==> src/rtl/interrupt_detector_pkg.sv <==
// Shared ECO32 CPU constants for the interrupt path.
package interrupt_detector_pkg;

  // Number of external interrupt request lines and the width of a line number.
  localparam int IRQ_LINE_COUNT  = 16;
  localparam int IRQ_INDEX_WIDTH = 4;

  // Symbolic PSW field positions: per-line mask in the low half, current global enable above it.
  localparam int PSW_MASK_LSB = 0;
  localparam int PSW_MASK_MSB = PSW_MASK_LSB + IRQ_LINE_COUNT - 1;
  localparam int PSW_IEN_BIT  = 23;

  typedef logic [IRQ_LINE_COUNT-1:0]  irq_vec_t;
  typedef logic [IRQ_INDEX_WIDTH-1:0] irq_idx_t;

endpackage

==> src/rtl/interrupt_detector_if.sv <==
// Request/result bundle between the interrupt sources/PSW and the detector.
interface interrupt_detector_if;
  import interrupt_detector_pkg::*;

  irq_vec_t externalInterruptLines;
  irq_vec_t pswInterruptMask;
  logic     pswInterruptEnable;
  logic     interruptActive;
  irq_idx_t index;

  modport master (
    output externalInterruptLines,
    output pswInterruptMask,
    output pswInterruptEnable,
    input  interruptActive,
    input  index
  );

  modport slave (
    input  externalInterruptLines,
    input  pswInterruptMask,
    input  pswInterruptEnable,
    output interruptActive,
    output index
  );

endinterface

==> src/rtl/interrupt_detector_priority_encoder.sv <==
// Combinational lowest-set-bit encoder: bit 0 has the highest priority.
module interrupt_priority_encoder #(
  parameter int LINE_COUNT  = 16,
  parameter int INDEX_WIDTH = 4
) (
  input  logic [LINE_COUNT-1:0]  vec,
  output logic                   valid,
  output logic [INDEX_WIDTH-1:0] index
);

  // Scan from the top down so the lowest set bit is the last one written; empty vector yields 0.
  always_comb begin
    valid = |vec;
    index = '0;
    for (int i = LINE_COUNT - 1; i >= 0; i--) begin
      if (vec[i]) begin
        index = INDEX_WIDTH'(i);
      end
    end
  end

endmodule

==> src/rtl/interrupt_detector.sv <==
// Registered interrupt detector: gates requests by PSW mask and global enable,
// picks the lowest pending line and registers the result one clock later.
module interrupt_detector
  import interrupt_detector_pkg::*;
#(
  // LINE_COUNT must equal 2**INDEX_WIDTH; the interface is sized from the package.
  parameter int LINE_COUNT  = IRQ_LINE_COUNT,
  parameter int INDEX_WIDTH = IRQ_INDEX_WIDTH
) (
  input  logic                 clock,
  input  logic                 reset,
  interrupt_detector_if.slave  irq
);

  logic [LINE_COUNT-1:0]  pending;
  logic                   enc_valid;
  logic [INDEX_WIDTH-1:0] enc_index;

  logic                   active_d, active_q;
  logic [INDEX_WIDTH-1:0] index_d,  index_q;

  // Pending lines: requested and allowed by the mask, all suppressed when globally disabled.
  always_comb begin
    pending = '0;
    if (irq.pswInterruptEnable) begin
      pending = irq.externalInterruptLines & irq.pswInterruptMask;
    end
  end

  interrupt_priority_encoder #(
    .LINE_COUNT  (LINE_COUNT),
    .INDEX_WIDTH (INDEX_WIDTH)
  ) u_encoder (
    .vec   (pending),
    .valid (enc_valid),
    .index (enc_index)
  );

  // Next state is simply the encoder result; no hold or enable condition.
  always_comb begin
    active_d = enc_valid;
    index_d  = enc_index;
  end

  // Output registers; reset clears them immediately regardless of the clock.
  always_ff @(posedge clock or posedge reset) begin
    if (reset) begin
      active_q <= 1'b0;
      index_q  <= '0;
    end else begin
      active_q <= active_d;
      index_q  <= index_d;
    end
  end

  assign irq.interruptActive = active_q;
  assign irq.index           = index_q;

endmodule

==> src/flat_wrapper.sv <==
// flat-port wrapper written by rule: the top's interface ports become plain ports
module interrupt_detector_flat import interrupt_detector_pkg::*;
#(
                                                                                   
  parameter int LINE_COUNT  = IRQ_LINE_COUNT,
  parameter int INDEX_WIDTH = IRQ_INDEX_WIDTH
)
  (clock, reset, irq_externalInterruptLines, irq_pswInterruptMask, irq_pswInterruptEnable, irq_interruptActive, irq_index);
  interrupt_detector_if irq_i ();
  input  logic clock;
  input  logic reset;
  input wire logic [$bits(irq_i.externalInterruptLines)-1:0] irq_externalInterruptLines;
  input wire logic [$bits(irq_i.pswInterruptMask)-1:0] irq_pswInterruptMask;
  input wire logic [$bits(irq_i.pswInterruptEnable)-1:0] irq_pswInterruptEnable;
  output wire logic [$bits(irq_i.interruptActive)-1:0] irq_interruptActive;
  output wire logic [$bits(irq_i.index)-1:0] irq_index;
  assign irq_i.externalInterruptLines = irq_externalInterruptLines;
  assign irq_i.pswInterruptMask = irq_pswInterruptMask;
  assign irq_i.pswInterruptEnable = irq_pswInterruptEnable;
  assign irq_interruptActive = irq_i.interruptActive;
  assign irq_index = irq_i.index;
  interrupt_detector #(.LINE_COUNT(LINE_COUNT), .INDEX_WIDTH(INDEX_WIDTH)) u_core (.clock(clock), .reset(reset), .irq(irq_i));
endmodule
==> config.mk <==
export PLATFORM = sky130hd
export DESIGN_NAME = interrupt_detector_flat
export DESIGN_NICKNAME = d
export VERILOG_FILES = /design/src/rtl/interrupt_detector_pkg.sv /design/src/rtl/interrupt_detector_if.sv /design/src/rtl/interrupt_detector_priority_encoder.sv /design/src/rtl/interrupt_detector.sv /design/src/flat_wrapper.sv
export SDC_FILE = /design/constraint.sdc
export NUM_CORES = 1
export LEC_CHECK = 0
export BUFFER_PORTS_ARGS = -buffer_cell sky130_fd_sc_hd__clkbuf_2
export CAP_MARGIN = 20
export CELL_PAD_IN_SITES_DETAIL_PLACEMENT = 1
export CELL_PAD_IN_SITES_GLOBAL_PLACEMENT = 1
export CORE_UTILIZATION = 20
export CTS_CLUSTER_SIZE = 40
export DETAILED_ROUTE_END_ITERATION = 16
export PLACE_DENSITY = 0.78
export SYNTH_ARGS = -nofsm -noshare
export SYNTH_HDL_FRONTEND = slang
export SYNTH_SLANG_ARGS = --single-unit
==> constraint.sdc <==
create_clock -name clock -period 0.8 [get_ports clock]
set_input_delay 0.08 -clock clock [delete_from_list [all_inputs] [get_ports clock]]
set_output_delay 0.08 -clock clock [all_outputs]
set_load 0.005 [all_outputs]
==> flow_summary.yaml <==
outcome:
  status: "complete, no violations"
clock_network:
  clk_path_buf_depth: 2
  htree_levels: 1
  cts_buffers: 3
  path_clk_slew_ps: 40
  postCtsSetupRepairBufs: 0
  clockRootBuffer: "clkbuf_4"
  cts_tree: "done"
  cts_sinks: 5
critical_path:
  worst_path_max_delay_cell: "dfrtp_1"
  cp-end-kind: "output port"
  startpoint_type: "register"
  path_buf_inv: 1
  startpoint: "u_core.irq.interruptActive"
  cpLargestDelayFamily: "flip-flops"
  path_cells: "clkbuf_2"
  cp_max_fo: 1
  crit_required_ps: 720
  worstSetupPathType: "register to output port"
  cpPeakStageDelay_ps: 350
  arrival_ps: 690
routing:
  drc: 0
  avgRoutedWirePerCell_microns: 9.588
  wl_met1_microns: 485
  met2_length_microns: 634
  vias: 577
  vias_per_cell: 4.405
  ant_nets: 0
  dr_wl_met3_microns: 124
  drt_iter0_drc: 2
  drt-pass1-iter-count: 3
  top_layer_used: "met4"
  wl_microns: 1256
placement:
  dpl.cell_count: 126
  port_buffers: 39
  place_area_sq_um: 668.1
  gp_congestion: 0.6926
pwr:
  power.share.switching: 0.2680
  netSwitchingPower_mw: 0.2337
  power_density_mw_per_mm2: 1206
  seqPwrFrac: 0.330
  intPower_mw: 0.6383
  vdd_drop_max_mv: 0.3940
  p_leak_nw: 0.4107
  p_comb_frac: 0.354
  power.clock.fraction: 0.316
  power_mw: 0.8719
synth:
  synth_nets: 93
  synth_seq_area_share: 0.3135
  avgSynthCellArea_sq_um: 6.882
  synth.distinct_cells: 20
  synth-seq-cells: 5
  synth_largest_area_cell: "dfrtp_1"
  synth_area_sq_um: 399.1
  synth_top_cell_area_share: 0.3135
  syn_inst: 58
  ys.warnings.count: 0
  yosys-top-cells-area: "dfrtp_1 (31%), nand2_1 (24%), o21ai_0 (6.3%)"
timing:
  tightest_slew_ps: 310.2
  fin_crit_sh: 0.9637
  finalSetupViolCount: 0
  period_minus_slack_ps: 770.9
  fmax_ghz: 1.297
  hold_viol_final: 0
  fin_setup_tns_ps: 0
  maxSlewViolCount: 0
  rsz0062_at_grt: "true"
  relSlewSlack: 0.7910
grt:
  grt_pass1_wl_microns: 2111
  track_usage: 0.1356
  grt_max_degree: 9
  antenna_found_initial: 0
  grt-ovfl-total: 0
  grt_pass1_vias: 560
layout:
  fillerInstances: 252
  fin_cells: 131
  area_growth_pct: 81.19
  antenna_cells: 0
  drive_gt1_frac: 0.4906
  finalCoreUtilization: 0.4014
  finalInstanceArea_sq_um: 723.2
  fin_nets: 142
die:
  pin_count: 40
  coreArea_sq_mm: 0.001802
  row_count: 15
  die_area_sq_mm: 0.002178
  initial_utilization: 0.2215
  die_w_microns: 46.67
  fp.dieH_microns: 46.67
flow_run:
  drv_cap: 0
hold_path:
  hold_start: "irq_pswInterruptMask[0]"
  hold_class: "input port to register"
cell usage in the layout, fill, tap and decap left out, types with 2 or more instances in the layout:
| cell type | n |
|---|---|
| nand2_1 | 25 |
| o21ai_0 | 3 |
| clkbuf_2 | 36 |
| buf_4 | 5 |
| o21ai_1 | 3 |
| a21oi_1 | 4 |
| dfrtp_1 | 5 |
| buf_6 | 3 |
| clkbuf_4 | 3 |
| inv_1 | 2 |
| nand3_1 | 2 |
through the flow:
step	hold slack (ps)	worst slack, ps
6_report	116.8	29.07
5_1_grt	131.8	-23.96
4_1_cts	112.3	16.39
3_5_place_dp	-39.36	-215.9
3_3_place_gp	-42.42	-183.7
2_1_floorplan	-141.5	-17.23
cells in the mapped netlist:
| master | count |
|---|---|
| a211oi_1 | 1 |
| a21boi_1 | 1 |
| a21o_1 | 1 |
| a21oi_1 | 4 |
| a221o_1 | 1 |
| a22o_1 | 1 |
| a22oi_1 | 1 |
| a311oi_2 | 1 |
| a32o_2 | 1 |
| a32oi_1 | 1 |
| buf_2 | 1 |
| dfrtp_1 | 5 |
| inv_1 | 2 |
| nand2_1 | 26 |
| nand3_1 | 2 |
| nand4_1 | 1 |
| nor2b_1 | 1 |
| nor3b_1 | 1 |
| o21ai_0 | 5 |
| o21ai_1 | 1 |
state kept, by name, summed over array words and instances, names as in the netlist:
signal                      count
u_core.irq.interruptActive      1
u_core.irq.index                4
power by group through the flow:
stage	registers, mW	logic [mW]	clock network, mW
2_1_floorplan	0.296	0.133	0
3_3_place_gp	0.291	0.291	0
3_5_place_dp	0.291	0.299	0
4_1_cts	0.288	0.304	0.288
5_1_grt	0.291	0.353	0.302
6_report	0.288	0.308	0.276
per-layer routing:
metal	GRT usage	up-vias
met2	0.2500	30
met4	0.06857	0
li1	-	302
met5	0	-
met3	0.01569	2
met1	0.1492	243
tightest hold or removal path: stages:
cell and delay, ps:
clkbuf_2 70, nand2_1 60, nand2_1 60, a21oi_1 40
cell type report:
| type | instances | area [sq um] | share of cell area |
|---|---|---|---|
| multi-input combinational | 50 | 271.5 | 0.3754 |
| clock buffer | 4 | 26.28 | 0.03633 |
| sequential | 5 | 125.1 | 0.1730 |
| inverter | 2 | 7.507 | 0.01038 |
| timing repair buffer | 45 | 261.5 | 0.3616 |
| tap | 25 | 31.28 | 0.04325 |
kinds of logic after synthesis:
| kind of cell | count (synthesis) | share of synthesized area |
|---|---|---|
| AND/OR/NAND/NOR | 31 | 0.3198 |
| buffers and inverters | 3 | 0.03134 |
| AO/OA/AOI/OAI | 19 | 0.3354 |
| flip-flops | 5 | 0.3135 |
final timing paths:
check / end / slack [ps] / depth (start not counted)
setup / recovery: irq_interruptActive / 30 / 1
hold / removal: u_core.irq.index[0] / 120 / 4
max in group asynchronous: u_core.irq.index[3] / 350 / 3
min in group asynchronous: u_core.irq.index[0] / 290 / 3
what timing repair did:
action / 4_1_cts / 5_1_grt
setup endpoints to repair: 0 / 7
resized for setup: 0 / 3
hold buffers: 1 / 0
hold endpoints to repair: 5 / 0
No activity file was read; power rests on OpenSTA's default activity.
